[src/rtl/trng_read_ctrl_if.sv]
// Signal bundle between the TRNG read controller, the entropy FIFO and the PS GPIO side.
// master = controller, slave = FIFO/PS environment.
interface trng_read_ctrl_if #(
  parameter int unsigned CNT_W = 32
);
  logic             trng_enable;
  logic             fifo_empty;
  logic             fifo_rd_en;
  logic [63:0]      fifo_dout;
  logic             ps_req;
  logic             ps_ack;
  logic [63:0]      ps_data;
  logic             ps_err;
  logic             ctrl_ready;
  logic [CNT_W-1:0] words_served;

  modport master (
    output trng_enable,
    output fifo_rd_en,
    output ps_ack,
    output ps_data,
    output ps_err,
    output ctrl_ready,
    output words_served,
    input  fifo_empty,
    input  fifo_dout,
    input  ps_req
  );

  modport slave (
    input  trng_enable,
    input  fifo_rd_en,
    input  ps_ack,
    input  ps_data,
    input  ps_err,
    input  ctrl_ready,
    input  words_served,
    output fifo_empty,
    output fifo_dout,
    output ps_req
  );
endinterface

[src/rtl/trng_read_ctrl.sv]
// TRNG read controller: warm-up discard, then one FIFO word per
// 4-phase PS req/ack cycle, with timeout error-ack on an empty FIFO.
module trng_read_ctrl #(
  parameter int unsigned WARMUP_WORDS = 16,
  parameter int unsigned TIMEOUT_CYC  = 65535,
  parameter int unsigned CNT_W        = 32
) (
  input  logic             clk,
  input  logic             rst,
  trng_read_ctrl_if.master bus
);

  typedef enum logic [2:0] {
    WARM,
    WARM_RD,
    WARM_WAIT,
    READY,
    RD,
    CAP,
    ACK
  } state_e;

  localparam logic [31:0] WarmInit = WARMUP_WORDS;
  localparam logic [31:0] TmoLast  = TIMEOUT_CYC - 1;

  state_e           state_q, state_d;
  logic [31:0]      warm_q, warm_d;
  logic [31:0]      tmo_q, tmo_d;
  logic [63:0]      data_q, data_d;
  logic             err_q, err_d;
  logic             rdy_q, rdy_d;
  logic [CNT_W-1:0] served_q, served_d;
  logic             en_q;
  logic             req_meta_q, req_s_q;

  always_ff @(posedge clk or negedge rst) begin
    if (!rst) begin
      state_q    <= WARM;
      warm_q     <= WarmInit;
      tmo_q      <= '0;
      data_q     <= '0;
      err_q      <= 1'b0;
      rdy_q      <= 1'b0;
      served_q   <= '0;
      en_q       <= 1'b0;
      req_meta_q <= 1'b0;
      req_s_q    <= 1'b0;
    end else begin
      state_q    <= state_d;
      warm_q     <= warm_d;
      tmo_q      <= tmo_d;
      data_q     <= data_d;
      err_q      <= err_d;
      rdy_q      <= rdy_d;
      served_q   <= served_d;
      en_q       <= 1'b1;
      req_meta_q <= bus.ps_req;
      req_s_q    <= req_meta_q;
    end
  end

  always_comb begin
    state_d  = state_q;
    warm_d   = warm_q;
    tmo_d    = tmo_q;
    data_d   = data_q;
    err_d    = err_q;
    rdy_d    = rdy_q;
    served_d = served_q;
    unique case (state_q)
      WARM: begin
        if (warm_q == '0) begin
          state_d = READY;
          rdy_d   = 1'b1;
        end else if (!bus.fifo_empty) begin
          state_d = WARM_RD;
        end
      end
      WARM_RD: begin
        warm_d  = warm_q - 32'd1;
        state_d = WARM_WAIT;
      end
      // Popped word is dropped; re-checking empty only from WARM avoids a stale flag.
      WARM_WAIT: state_d = WARM;
      READY: begin
        if (!req_s_q) begin
          tmo_d = '0;
        end else if (!bus.fifo_empty) begin
          tmo_d   = '0;
          state_d = RD;
        end else if (tmo_q == TmoLast) begin
          tmo_d   = '0;
          err_d   = 1'b1;
          state_d = ACK;
        end else begin
          tmo_d = tmo_q + 32'd1;
        end
      end
      RD: begin
        err_d   = 1'b0;
        state_d = CAP;
      end
      CAP: begin
        data_d   = bus.fifo_dout;
        served_d = served_q + 1'b1;
        state_d  = ACK;
      end
      ACK: begin
        if (!req_s_q) state_d = READY;
      end
      default: state_d = WARM;
    endcase
  end

  assign bus.trng_enable  = en_q;
  assign bus.fifo_rd_en   = (state_q == WARM_RD) || (state_q == RD);
  assign bus.ps_ack       = (state_q == ACK);
  assign bus.ps_data      = data_q;
  assign bus.ps_err       = err_q;
  assign bus.ctrl_ready   = rdy_q;
  assign bus.words_served = served_q;

endmodule

[src/flat_wrapper.sv]
// flat-port wrapper written by rule: the top's interface ports become plain ports
module trng_read_ctrl_flat 
#(
  parameter int unsigned WARMUP_WORDS = 16,
  parameter int unsigned TIMEOUT_CYC  = 65535,
  parameter int unsigned CNT_W        = 32
)
  (clk, rst, bus_trng_enable, bus_fifo_rd_en, bus_ps_ack, bus_ps_data, bus_ps_err, bus_ctrl_ready, bus_words_served, bus_fifo_empty, bus_fifo_dout, bus_ps_req);
  trng_read_ctrl_if #(.CNT_W(CNT_W)) bus_i ();
  input  logic clk;
  input  logic rst;
  output wire logic [$bits(bus_i.trng_enable)-1:0] bus_trng_enable;
  output wire logic [$bits(bus_i.fifo_rd_en)-1:0] bus_fifo_rd_en;
  output wire logic [$bits(bus_i.ps_ack)-1:0] bus_ps_ack;
  output wire logic [$bits(bus_i.ps_data)-1:0] bus_ps_data;
  output wire logic [$bits(bus_i.ps_err)-1:0] bus_ps_err;
  output wire logic [$bits(bus_i.ctrl_ready)-1:0] bus_ctrl_ready;
  output wire logic [$bits(bus_i.words_served)-1:0] bus_words_served;
  input wire logic [$bits(bus_i.fifo_empty)-1:0] bus_fifo_empty;
  input wire logic [$bits(bus_i.fifo_dout)-1:0] bus_fifo_dout;
  input wire logic [$bits(bus_i.ps_req)-1:0] bus_ps_req;
  assign bus_trng_enable = bus_i.trng_enable;
  assign bus_fifo_rd_en = bus_i.fifo_rd_en;
  assign bus_ps_ack = bus_i.ps_ack;
  assign bus_ps_data = bus_i.ps_data;
  assign bus_ps_err = bus_i.ps_err;
  assign bus_ctrl_ready = bus_i.ctrl_ready;
  assign bus_words_served = bus_i.words_served;
  assign bus_i.fifo_empty = bus_fifo_empty;
  assign bus_i.fifo_dout = bus_fifo_dout;
  assign bus_i.ps_req = bus_ps_req;
  trng_read_ctrl #(.WARMUP_WORDS(WARMUP_WORDS), .TIMEOUT_CYC(TIMEOUT_CYC), .CNT_W(CNT_W)) u_core (.clk(clk), .rst(rst), .bus(bus_i));
endmodule
[config.mk]
export PLATFORM = sky130hd
export DESIGN_NAME = trng_read_ctrl_flat
export DESIGN_NICKNAME = d
export VERILOG_FILES = /design/src/rtl/trng_read_ctrl_if.sv /design/src/rtl/trng_read_ctrl.sv /design/src/flat_wrapper.sv
export SDC_FILE = /design/constraint.sdc
export NUM_CORES = 1
export LEC_CHECK = 0
export BUFFER_PORTS_ARGS = -buffer_cell sky130_fd_sc_hd__clkbuf_2
export CAP_MARGIN = 20
export CORE_ASPECT_RATIO = 0.5
export CORE_MARGIN = 2
export CORE_UTILIZATION = 45
export DETAILED_ROUTE_END_ITERATION = 8
export GPL_TIMING_DRIVEN = 0
export HOLD_SLACK_MARGIN = 0.12
export MAX_ROUTING_LAYER = met4
export PLACE_DENSITY = 0.68
export SETUP_SLACK_MARGIN = 0.2
export SLEW_MARGIN = 20
export SYNTH_ARGS = -nofsm -noshare
export SYNTH_HDL_FRONTEND = slang
export SYNTH_SLANG_ARGS = --single-unit
[constraint.sdc]
create_clock -name clk -period 2.42 [get_ports clk]
set_clock_uncertainty 0.2 [all_clocks]
set_input_delay 0.484 -clock clk [delete_from_list [all_inputs] [get_ports clk]]
set_output_delay 0.484 -clock clk [all_outputs]
set_load 0.005 [all_outputs]
-- Word-level counts from Yosys, hierarchy flattened
Index checks and enable logic that the tools add are counted.
- register bits: 168
- bits of input ports: 68
- output and inout bits: 101
- logic and storage cells: 46
- add/sub/neg operators: 3
- eq/ne operators: 12
- multiplexer cells: 14
- reduce and logical (&&, ||, !) cells: 7
- operators by type and width (cell ; count):
    $mux W32 ; 3
    $add A32 B1 Y32 const B ; 2
    $eq A32 B16 Y1 const B ; 1
    $logic_not A32 Y1 ; 1
    $sub A32 B1 Y32 const B ; 1
    $mux W3 ; 6
    $pmux W3 S6 ; 1
    $eq A3 B3 Y1 const B ; 3
    $reduce_and A4 Y1 ; 2
    $ne A3 B2 Y1 const B ; 2
    $ne A2 B1 Y1 const B ; 2
    $ne A2 B2 Y1 const B ; 2
    $eq A3 B1 Y1 const B ; 1
    $eq A3 B2 Y1 const B ; 1
    $logic_not A3 Y1 ; 1
    $mux W1 ; 3
    $pmux W1 S2 ; 1
    $reduce_and A2 Y1 ; 1
    $reduce_bool A2 Y1 ; 1
    $logic_or A1 B1 Y1 ; 1

-- Depth between registers and ports, before layout
- depth after elaboration: 5
- gate-level depth with buffers: 8
- gate-level depth less buffers: 7

-- Worst setup path before layout
Ideal clock, no wire load.
- path type: register -> register
- start point: reg u_core.tmo_q[24]
- end point: reg u_core.tmo_q[27]
- setup time: 0.121 ns
- arrival time: 1.832 ns
- data required time: 2.099 ns
- setup slack: 0.267 ns
- stages on the path, launching flop included: 8
- path buffers: 2
- clock period less this slack: 2.153 ns
- cells stage by stage: dfrtp_1 > buf_6 > or4_4 > nor4_4 > a31oi_1 > buf_6 > a21o_1 > a22o_1
- longest elaborated chain between the ends: 4
- elaborated cells between the ends (all ways): 5
- classes of those cells: 1 x add/sub; 1 x eq/ne; 3 x mux
- RTL lines (what ; RTL line ; text):
    from (decl) ; trng_read_ctrl.sv:28 ; logic [31:0] tmo_q, tmo_d;
    from (signal assigned) ; trng_read_ctrl.sv:51 ; tmo_q <= tmo_d;
    $add A32 B1 Y32 / $eq A32 B16 Y1 (equally long branches) ; trng_read_ctrl.sv:96, trng_read_ctrl.sv:91 ;
    $mux W32 (*) ; trng_read_ctrl.sv:91 ; end else if (tmo_q == TmoLast) begin
    $mux W32 (*) ; trng_read_ctrl.sv:88 ; end else if (!bus.fifo_empty) begin
    $mux W32 (*) ; trng_read_ctrl.sv:86 ; if (!req_s_q) begin
Every way passes the cells marked *; elsewhere a longest branch is shown, timed or not.
A chain may end at the register's enable or synchronous reset.

-- Worst setup path after layout
Ends and elaborated chain as after synthesis.

==> impl_metrics.toml <==
[outcome]
outcome = "finished, final reports clean"

[route]
ant_nets = 0
wire_per_inst_um = 15.4
drcViolationCount = 0
vias = 6848
drtIter0Drc = 425
dr.pass1.iters = 7
viasPerCell = 5.16
wl_um = 20400

[synthesis]
syn_avg_cell_area_um2 = 9.71
yosysWarnings = 0
ys_ff_latch = 168
synth_edf_count = 0
postSynthCellCount = 797
netlist_area_um2 = 7740
synthFlopType = "dfrtp_1"
yosys.cell_types.count = 56
yosysSeqAreaShare = 0.543
synth_nets = 869
synth-async-reset-ratio = 1.00

[sta]
whs_ps = 157
min_period_ps = 2290
hold_viol = 0
slew_viol_final = 0
fmax_mhz = 437
worst_pin_slew_ps = 765
finalSetupViolCount = 0
fin_crit_sh = 0.946
rsz0062_at_grt = "true"
relSlewSlack = 0.490

[floorplan]
io_pins = 169
start_util = 0.466
die-area_um2 = 18300
core_area_um2 = 16600
dieHeight_um = 96.7
chipWidth_um = 189
num_rows = 33

[worst_hold_path]
hold_depth = 0
hp-class = "reg2reg"

[global_route]
track_usage = 0.228
antenna_found_initial = 0
grt_start_max_net_pins = 90
overflow = 0
grt_pass1_vias = 6653
grt_first_pass_wirelength_um = 32900

[final_layout]
diodes = 0
final_common_cell = "nand2_1"
layout-drive-gt1-share = 0.299
stdcell_area_um2 = 10800
final_util = 0.653
areaGrowthSynthToFinish_pct = 40.1
final_cell_mix = "246 x nand2_1, 179 x clkbuf_2, 163 x dfrtp_1, 66 x dlygate4sd3_1, 38 x nand3_1"
nNetsFinal = 1159

[critical_path]
cp-end-kind = "flip-flop"
required_ps = 2520
cp_max_fo = 6
cp.arrival_ps = 2390
path_class = "reg2reg"
reg2regPathDepth = 7
start_kind = "flip-flop"

[clock_tree]
clk_latency_ps = 420
htreeDepth = 4
cts_tree = "done"
clockRootBuffer = "clkbuf_16"
clkTransAtPathRegs_ps = 70
clk_path_buf_depth = 2
cts_buffers = 17
cts.sinks = 168

[pwr]
power_density_nw_per_um2 = 946
seqPwrFrac = 0.416
p_sw_frac = 0.341
pwr-share-comb = 0.294
leakage_nw = 5.41
clkPwrFrac = 0.289
ir_worst_vdd_v = 0.000690
switching_power_mw = 3.49
p_int_mw = 6.76

[placed_design]
hpwl_um = 12800
dpl-instance-area_um2 = 8930
gp_congestion = 0.812
port_buffers = 168

[job]
max_cap_viol_count = 0
==> flip-flops by register name (all words and copies together) (netlist names) <==
| signal | count |
|---|---|
| u_core.bus.ctrl_ready | 1 |
| u_core.bus.ps_data | 64 |
| u_core.bus.ps_err | 1 |
| u_core.bus.trng_enable | 1 |
| u_core.bus.words_served | 32 |
| u_core.req_meta_q | 1 |
| u_core.req_s_q | 1 |
| u_core.state_q | 3 |
| u_core.tmo_q | 32 |
| u_core.warm_q | 32 |
==> timing repair <==
| action | in CTS | in global routing |
|---|---|---|
| hold buffers | 66 | 0 |
| pin swaps | 15 | 33 |
| endpoints found under the hold margin | 155 | 0 |
| gates cloned | 2 | 0 |
| endpoints found under the setup margin | 96 | 102 |
| setup buffers | 17 | 16 |
| resized for setup | 34 | 64 |
==> power by group through the flow <==
stage	combinational [mW]	sequential [mW]	clock [mW]
CTS	2.85	4.24	3.01
detailed placement	2.64	4.26	0
global route	3.36	4.39	3.13
floorplan	1.41	4.25	0
finish	3.02	4.27	2.97
global placement	2.54	4.23	0
==> logic make-up after synthesis <==
| kind of cell | share of synthesized area |
|---|---|
| AOI/OAI and AO/OA | 0.0546 |
| xor gates and xnor gates | 0.0701 |
| buffers and inverters | 0.0302 |
| other | 0.000484 |
| and+or+nand+nor | 0.295 |
| DFF | 0.543 |
| adders and majority gates | 0.00647 |
==> worst paths after layout <==
kind                                     endpoint  slack (ps)               from
setup reg to reg                 u_core.tmo_q[27]         130   u_core.tmo_q[24]
setup / recovery                 u_core.tmo_q[27]         130   u_core.tmo_q[24]
hold reg to reg                    u_core.req_s_q         160  u_core.req_meta_q
min in group asynchronous  u_core.bus.ps_data[36]         230                rst
max in group asynchronous         u_core.tmo_q[8]         780                rst
hold / removal                     u_core.req_s_q         160  u_core.req_meta_q
==> synth_stat cells (all sizes together), types with 4 or more instances <==
cell type    n  area [um^2]
and4         4         35.0
nand4       31          245
a31oi       10         62.6
clkbuf      22         82.6
o311ai       7         61.3
nand2      249          937
nor2        34          128
nor3        21          151
buf         14         83.8
o21ai       14         70.1
dfrtp      167         4180
xor2        33          289
or3          9         56.3
a21oi       18         90.1
or4         10         90.1
inv         18         67.6
ha           4         50.1
nand3       41          210
and3         9         56.3
nor4        18          249
and2         4         25.0
xnor2       29          254
==> stage by stage <==
stage / total power [mW] / setup WS (ps) / setup TNS (ps) / instances
detailed placement: 6.90 / -18.3 / -18.3 / 1194
global placement: 6.77 / -2400 / -398810 / 1192
finish: 10.3 / 132 / 0 / 1327
CTS: 10.1 / 104 / 0 / 1311
global route: 10.9 / 59.3 / 0 / 1327
floorplan: 5.66 / 267 / 0 / 797
==> critical path, cell delays in order (launching register included) <==
cell	delay, ps
dfrtp_1	370
buf_6	120
or4_4	480
nor4_4	270
a31oi_2	160
buf_6	180
a21o_1	160
a22o_1	230
==> layer usage <==
| metal | wire length, um | track usage | up-vias |
|---|---|---|---|
| met5 | 0 | - | - |
| li1 | - | - | 3298 |
| met4 | 357 | 0.0632 | 0 |
| met1 | 9090 | 0.301 | 3329 |
| met3 | 867 | 0.0399 | 33 |
| met2 | 10100 | 0.364 | 188 |
==> cell type report <==
class / instances / area, um^2
repair buffers: 271 / 1880
well taps: 227 / 284
flip-flops and latches: 168 / 4210
plain buffers: 36 / 226
clock inverters: 14 / 206
multi-input cells: 575 / 3540
clock buffers: 18 / 429
fillers: 1307 / 5750
inverters: 18 / 71.3
(Power assumes the default switching activity.)
